`src/rtl/mc_pkg.sv`:
```
// Shared encodings for the multicycle control unit: states, opcodes and datapath select codes.
package mc_pkg;

  localparam int unsigned STATE_W  = 4;
  localparam int unsigned OPCODE_W = 6;

  typedef enum logic [STATE_W-1:0] {
    FETCH   = 4'd0,
    DECODE  = 4'd1,
    MEMADR  = 4'd2,
    MEMRD   = 4'd3,
    MEMWB   = 4'd4,
    MEMWR   = 4'd5,
    EXECUTE = 4'd6,
    ALUWB   = 4'd7,
    BRANCH  = 4'd8,
    ADDIEX  = 4'd9,
    ADDIWB  = 4'd10,
    JUMP    = 4'd11
  } state_e;

  localparam logic [OPCODE_W-1:0] OP_LW    = 6'b100011;
  localparam logic [OPCODE_W-1:0] OP_SW    = 6'b101011;
  localparam logic [OPCODE_W-1:0] OP_RTYPE = 6'b000000;
  localparam logic [OPCODE_W-1:0] OP_BEQ   = 6'b000100;
  localparam logic [OPCODE_W-1:0] OP_ADDI  = 6'b001000;
  localparam logic [OPCODE_W-1:0] OP_J     = 6'b000010;

  localparam logic [1:0] ALUOP_ADD   = 2'b00;
  localparam logic [1:0] ALUOP_SUB   = 2'b01;
  localparam logic [1:0] ALUOP_FUNCT = 2'b10;

  localparam logic [1:0] SRCB_B       = 2'b00;
  localparam logic [1:0] SRCB_FOUR    = 2'b01;
  localparam logic [1:0] SRCB_IMM     = 2'b10;
  localparam logic [1:0] SRCB_IMM_SH2 = 2'b11;

  localparam logic [1:0] PCSRC_ALU    = 2'b00;
  localparam logic [1:0] PCSRC_ALUOUT = 2'b01;
  localparam logic [1:0] PCSRC_JUMP   = 2'b10;

  // True for every opcode the control unit knows how to sequence.
  function automatic logic opcode_known(input logic [OPCODE_W-1:0] op);
    return (op == OP_LW) || (op == OP_SW) || (op == OP_RTYPE) ||
           (op == OP_BEQ) || (op == OP_ADDI) || (op == OP_J);
  endfunction

endpackage

```
`src/rtl/mc_next_state.sv`:
```
// Combinational next-state function of the multicycle control FSM.
module mc_next_state
  import mc_pkg::*;
(
  input  logic [STATE_W-1:0]  state_i,
  input  logic [OPCODE_W-1:0] opcode_i,
  output logic [STATE_W-1:0]  state_o
);

  // Every path not listed, including unused encodings, returns to FETCH.
  always_comb begin
    state_o = FETCH;
    case (state_i)
      FETCH:   state_o = DECODE;
      DECODE: begin
        case (opcode_i)
          OP_LW, OP_SW: state_o = MEMADR;
          OP_RTYPE:     state_o = EXECUTE;
          OP_BEQ:       state_o = BRANCH;
          OP_ADDI:      state_o = ADDIEX;
          OP_J:         state_o = JUMP;
          default:      state_o = FETCH;
        endcase
      end
      MEMADR:  state_o = (opcode_i == OP_SW) ? MEMWR : MEMRD;
      MEMRD:   state_o = MEMWB;
      EXECUTE: state_o = ALUWB;
      ADDIEX:  state_o = ADDIWB;
      default: state_o = FETCH;
    endcase
  end

endmodule

```
`src/rtl/mc_control_fsm.sv`:
```
// Multicycle control unit: sequences fetch/decode/execute/memory/writeback and drives datapath enables.
module mc_control_fsm
  import mc_pkg::*;
#(
  parameter bit TRAP_ILLEGAL = 1'b1
) (
  input  logic                CLK,
  input  logic                RST,
  input  logic [OPCODE_W-1:0] opcode,
  input  logic                zero,
  output logic                pc_en,
  output logic                ir_write,
  output logic                mem_write,
  output logic                reg_write,
  output logic                iord,
  output logic                reg_dst,
  output logic                mem_to_reg,
  output logic                alu_src_a,
  output logic [1:0]          alu_src_b,
  output logic [1:0]          alu_op,
  output logic [1:0]          pc_src,
  output logic [STATE_W-1:0]  state_out,
  output logic                illegal_op
);

  logic [STATE_W-1:0] state_q, state_d;
  logic               illegal_q, illegal_d;
  logic               pc_write, branch;

  mc_next_state u_next_state (
    .state_i  (state_q),
    .opcode_i (opcode),
    .state_o  (state_d)
  );

  // Sticky trap: set when DECODE sees an opcode it cannot sequence.
  always_comb begin
    illegal_d = illegal_q;
    if (TRAP_ILLEGAL && (state_q == DECODE) && !opcode_known(opcode)) begin
      illegal_d = 1'b1;
    end
  end

  // State and trap flag registers; reset aborts the instruction immediately.
  always_ff @(posedge CLK or posedge RST) begin
    if (RST) begin
      state_q   <= FETCH;
      illegal_q <= 1'b0;
    end else begin
      state_q   <= state_d;
      illegal_q <= illegal_d;
    end
  end

  // Moore output decode; held at zero during reset so no write can slip through.
  always_comb begin
    pc_write   = 1'b0;
    branch     = 1'b0;
    ir_write   = 1'b0;
    mem_write  = 1'b0;
    reg_write  = 1'b0;
    iord       = 1'b0;
    reg_dst    = 1'b0;
    mem_to_reg = 1'b0;
    alu_src_a  = 1'b0;
    alu_src_b  = SRCB_B;
    alu_op     = ALUOP_ADD;
    pc_src     = PCSRC_ALU;
    if (!RST) begin
      case (state_q)
        FETCH: begin
          ir_write  = 1'b1;
          alu_src_b = SRCB_FOUR;
          pc_write  = 1'b1;
        end
        DECODE:  alu_src_b = SRCB_IMM_SH2;
        MEMADR: begin
          alu_src_a = 1'b1;
          alu_src_b = SRCB_IMM;
        end
        MEMRD:   iord = 1'b1;
        MEMWB: begin
          mem_to_reg = 1'b1;
          reg_write  = 1'b1;
        end
        MEMWR: begin
          iord      = 1'b1;
          mem_write = 1'b1;
        end
        EXECUTE: begin
          alu_src_a = 1'b1;
          alu_op    = ALUOP_FUNCT;
        end
        ALUWB: begin
          reg_dst   = 1'b1;
          reg_write = 1'b1;
        end
        BRANCH: begin
          alu_src_a = 1'b1;
          alu_op    = ALUOP_SUB;
          pc_src    = PCSRC_ALUOUT;
          branch    = 1'b1;
        end
        ADDIEX: begin
          alu_src_a = 1'b1;
          alu_src_b = SRCB_IMM;
        end
        ADDIWB:  reg_write = 1'b1;
        JUMP: begin
          pc_src   = PCSRC_JUMP;
          pc_write = 1'b1;
        end
        default: ;
      endcase
    end
    pc_en = pc_write | (branch & zero);
  end

  assign state_out  = state_q;
  assign illegal_op = illegal_q;

endmodule

```
`config.mk`:
```
export PLATFORM = sky130hd
export DESIGN_NAME = mc_control_fsm
export DESIGN_NICKNAME = d
export VERILOG_FILES = /design/src/rtl/mc_pkg.sv /design/src/rtl/mc_next_state.sv /design/src/rtl/mc_control_fsm.sv
export SDC_FILE = /design/constraint.sdc
export NUM_CORES = 1
export LEC_CHECK = 0
export ABC_AREA = 1
export CORE_AREA = 2 2 49 51
export DETAILED_ROUTE_END_ITERATION = 8
export DIE_AREA = 0 0 51 53
export GPL_TIMING_DRIVEN = 0
export PLACE_DENSITY = 0.73
export SYNTH_ARGS = -nofsm -noshare
export SYNTH_HDL_FRONTEND = slang
export SYNTH_HIERARCHICAL = 1
export SYNTH_SLANG_ARGS = --single-unit
export TNS_END_PERCENT = 20
```
`constraint.sdc`:
```
create_clock -name CLK -period 0.9 [get_ports CLK]
set_input_delay 0.09 -clock CLK [delete_from_list [all_inputs] [get_ports CLK]]
set_output_delay 0.09 -clock CLK [all_outputs]
set_load 0.005 [all_outputs]
```
### Word-level counts from Yosys, hierarchy flattened

Cells that the tools add are included.

| storage, ports and cells | value |
|---|---|
| register bits | 5 |
| word-level logic and storage cells | 62 |

| operators by class | value |
|---|---|
| mux-type cells | 27 |
| bitwise operators | 2 |
| equality and inequality tests | 16 |
| reductions and logical operators | 15 |

Operators by type and width:

| cell | count |
|---|---|
| 4-bit one-hot mux with 6 select lines | 1 |
| 4-bit one-hot mux with 5 select lines | 1 |
| 1-bit two-way mux | 18 |
| 4-bit by 3-bit equality test with 1-bit output, second input constant | 4 |
| 4-bit equality test, second input constant | 4 |
| 6-bit equality test, second input constant | 2 |
| 4-bit by 2-bit equality test with 1-bit output, second input constant | 2 |
| 2-bit one-hot mux with 2 select lines | 2 |
| 2-bit OR reduction | 4 |
| 6-bit by 2-bit equality test with 1-bit output, second input constant | 1 |
| 6-bit by 3-bit equality test with 1-bit output, second input constant | 1 |
| 6-bit by 4-bit equality test with 1-bit output, second input constant | 1 |
| 6-bit zero test | 1 |
| 2-bit two-way mux | 3 |
| 2-bit one-hot mux with 3 select lines | 1 |
| 1-bit logical OR | 5 |
| 4-bit by 1-bit equality test with 1-bit output, second input constant | 1 |
| 4-bit zero test | 1 |
| 4-bit OR reduction | 1 |
| 3-bit two-way mux | 1 |
| 3-bit OR reduction | 1 |
| 1-bit AND | 1 |
| 1-bit logical AND | 1 |
| 1-bit zero test | 1 |
| 1-bit bitwise OR | 1 |

### Depth between registers and ports, before layout

| logic depth | value |
|---|---|
| depth in word-level cells | 8 |
| gate-level depth with buffers | 7 |

### Hierarchy

The synthesis kept the hierarchy.

By module, submodules not included:

| module | instances | cells each | area each (sq um) |
|---|---|---|---|
| mc_control_fsm | 1 | 64 | 381.6 |
| mc_next_state | 1 | 54 | 236.5 |

### Worst setup path after synthesis

Ideal clock, no wire load.

| timing | value |
|---|---|
| path kind | register to output |
| from | register state_q[1] (netlist: state_out[1]) |
| to | output port pc_en |
| arrival | 988 ps |
| stages on the path, launching flop included | 6 |
| required time | 810 ps |
| slack | -178 ps |
| cells stage by stage | dfrtp_1 nor2_1 nand2_1 nor2_2 nand2_1 nand3_1 |

| between the ends | value |
|---|---|
| word-level cells in the longest chain between the ends | 5 |
| elaborated cells on any way between the ends | 10 |

Ends and longest elaborated chain:

| what | line | source |
|---|---|---|
| start: declaration | mc_control_fsm.sv:26 | `logic [STATE_W-1:0] state_q, state_d;` |
| start signal: assignment | mc_control_fsm.sv:50 | `state_q <= state_d;` |
| 4-bit equality test / 4-bit zero test (equally long branches) | mc_control_fsm.sv:70 | `case (state_q)` |
| 2-bit OR reduction (no line) / 1-bit two-way mux (equally long branches) | -- |  |
| 1-bit two-way mux (on tied branches) | mc_control_fsm.sv:70, mc_control_fsm.sv:69 |  |
| 1-bit two-way mux / 1-bit AND (equally long branches) | mc_control_fsm.sv:69, mc_control_fsm.sv:116 |  |
| 1-bit bitwise OR (*) | mc_control_fsm.sv:116 | `pc_en = pc_write \| (branch & zero);` |
| end: declaration | mc_control_fsm.sv:11 | `output logic pc_en,` |

Mark *: on every way between the ends. The rest lies on a longest branch, timed or not.

### Worst setup path in the final report

| timing | value |
|---|---|
| from | register state_q[0] (netlist: state_out[0]) |
| to | output port pc_src[1] |

| between the ends | value |
|---|---|
| word-level cells in the longest chain between the ends | 3 |
| elaborated cells on any way between the ends | 4 |

Ends and longest elaborated chain:

| what | line | source |
|---|---|---|
| 4-bit equality test | mc_control_fsm.sv:70 |  |
| 2-bit one-hot mux with 2 select lines (*) | mc_control_fsm.sv:70 |  |
| 2-bit two-way mux (*) | mc_control_fsm.sv:69 | `if (!RST) begin` |
| end: declaration | mc_control_fsm.sv:21 | `output logic [1:0] pc_src,` |

Marked as above.

==> results by group <==
STA
  – Fin crit period: 1440 ps
  – Worst rel slew slack: 84.36%
  – Layout Skew: 2.952 ps
  – Fmax: 694.3 MHz
  – Hold Vio Cnt, Final: 0
  – RSZ-0062 raised after global routing: yes
  – Final setup viols: 23
  – Post-route setup slack: -540.3 ps
  – Max Transition Viols Final: 0
  – Final Cycle Share: 160.0%
  – Worst Tran Pin Value: 233.9 ps

Detailed routing
  – Vias: 884
  – Vias per inst: 4.580
  – ANT nets after route: 0
  – Wire per inst: 11.08 um
  – Drt pass-1 iters: 4
  – Residual DRC count: 0
  – First DRT Iteration DRCs: 5
  – Drt total wl: 2.139 mm

Synthesis
  – Post-synth ARST share: 100.0%
  – Synth Area per Inst: 5.238 um^2
  – Primary FF master, synth: dfrtp_1
  – Top post-synthesis cells by area: nand2_1 (25%), dfrtp_1 (20%), inv_1 (13%)
  – Post-synth cell types: 19
  – Area leader, netlist: nand2_1
  – Count leader, synth: nand2_1
  – Seq/Total Area, Yosys: 20.24%
  – Syn. warnings: 6
  – FF+latch count, synth: 5
  – Netlist Area Pre-Place: 618.1 um^2
  – EDFF count, synth: 0
  – Post-synthesis net count: 127
  – Mapped Cells: 118
  – Synth top cells by count: nand2_1 (41), inv_1 (22), nor2_1 (19)
  – Share of the synthesized area in the top cell type: 24.90%

Worst setup path
  – FF-to-FF path depth: 8
  – Critical path fanouts, max: 5
  – Reg2reg start: state_out[1]
  – CP Data Arrival Time: 1350 ps
  – CP Launch Type: flip-flop
  – Crit-path leading delay family: buffers and inverters
  – R2r endpoint: state_out[1]
  – CP peak stage delay: 460 ps
  – Count of buffer and inverter cells on the critical path: 4
  – Reg2reg setup slack: -350 ps
  – Worst-path cell chain: buf_4 > nand2_2 > inv_2 > nand3_2 > inv_1 > dlygate4sd2_1
  – Slowest CP cell: dfrtp_2
  – WP data required: 810 ps
  – Crit path capture type: output pin
  – Critical path type: flip-flop to output pin

Clock tree
  – Root Buffer: clkbuf_4
  – # H-tree levels: 1
  – CTS tree: built
  – Cts-stage hold buffer count: 0
  – Max clock buf depth: 2
  – Clock-pin slew on the worst setup and hold paths: 40 ps
  – Number of CTS-inserted buffers: 3
  – Worst-skew pair later-pin latency: 240 ps
  – Clock sink total: 5

Floorplan
  – # IOs: 28
  – Core Region: 2148 um^2
  – Initial Utilization: 28.77%
  – Floorplan die width: 51 um
  – # rows: 17
  – Die height: 53 um
  – Die footprint: 2703 um^2

Hold path
  – HP Class: primary input to asynchronous set/reset pin

GRT
  – GR met3 Demand/Resource: 2.825%
  – Grt total ovfl: 0
  – GR Util All Layers: 17.27%
  – Initial antenna violation count: 0
  – Vias in the first global route: 907
  – Global-route wire length before repair: 3.505 mm
  – Largest net degree at the start of global routing: 14
  – Met2 GRT Util: 35.28%
  – GR peak layer: met2
  – Met1 usage: 14.78%

Place
  – Detailed Place HPWL: 1.400 mm
  – Post-DP Area: 929.6 um^2
  – GP Congestion: 0.8279
  – PortBufs: 27

Pwr
  – Total chip power: 0.002454 W
  – Worst vdd ir: 0.0008262 V
  – PwrDens: 2102 nW/um^2
  – Pleak: 0.6761 nW

Cells and area
  – Register area: 128.9 um^2
  – Number of fill cells: 213
  – Layout cell share with drive strength beyond 1: 43.03%
  – Area Growth Syn to Fin: 88.87%
  – Ant diodes: 0
  – Area occupied by multi-input gates: 498.0 um^2
  – Fin area: 1167 um^2
  – Final-stage net count: 175

Flow run
  – Max Cap Violations: 0

Run status
  – Status: finished with violations
  – Failing checks: negative setup slack
## final cells by class
type / instances / share of cell area, %
buffer: 1 / 0.6431
multi-input combinational: 88 / 42.66
sequential: 5 / 11.04
tap: 28 / 3.001
clock buffer: 4 / 2.251
timing repair buffer: 43 / 32.05
inverter: 24 / 8.360
## worst max-delay path by stage
stage          depth (start not counted)   endpoint         start
2_1_floorplan                          5      pc_en  state_out[0]
3_3_place_gp                           7      pc_en           RST
3_5_place_dp                           7      pc_en           RST
4_1_cts                                6      pc_en  state_out[0]
5_1_grt                                6  mem_write  state_out[2]
6_report                               6  pc_src[1]  state_out[0]
## registers in the layout, summed over array words and instances (netlist names)
name        flops
state_out       4
illegal_op      1
## through the flow
stage	setup WS, ps	hold slack (ps)	setup TNS [ps]	instances	utilization (%)
finish	-540.3	170.8	-8957	193	54.34
global placement	-844.1	386.4	-11830	173	43.27
detailed placement	-863.4	393.8	-12380	173	43.27
floorplan	-125.1	-123.8	-1187	118	-
CTS	-535.2	151.4	-9224	191	52.24
global route	-624.1	202.2	-10490	193	54.34
## placed cells by master, fill, tap and decap left out, drive strengths merged
cell	netlist	routed
a21oi	1	1
nor2	23	23
and3	1	1
buf	1	26
nor3	2	2
or2	1	1
o21a	1	1
inv	24	23
clkdlybuf4s50	0	8
clkinv	0	1
o21ai	3	3
dlygate4sd2	0	3
dlymetal6s2s	0	1
nand3	12	12
nand2	42	42
o22ai	1	1
clkbuf	0	8
nand3b	1	1
dfrtp	5	5
clkdlybuf4s15	0	2
## cells by family after synthesis
| group | count (synthesis) | share of synthesized area, % |
|---|---|---|
| simple gates | 82 | 57.29 |
| flops | 5 | 20.24 |
| compound gates | 6 | 6.682 |
| buf+inv | 25 | 15.79 |
## per-layer routing
metal / share of wire [%] / wire [um]
met1: 34 / 733
met2: 56 / 1194
met3: 6.5 / 140
met4: 3.3 / 70
met5: 0 / 0
## where the power goes
group | internal, W | leakage (nW) | switching, W
Sequential | 0.000291 | 0.0576 | 0.000116
Combinational | 0.000921 | 0.604 | 0.000873
Clock | 0.000167 | 0.0150 | 0.0000858
## what timing repair did
action | 4_1_cts | 5_1_grt
resized for setup | 81 | 20
endpoints found under the setup margin | 24 | 24
pin swaps | 8 | 6
hold endpoints to repair | 0 | 0
cloned | 0 | 0
setup buffers | 14 | 2
Note: power is estimated with default switching activity, not from simulation.
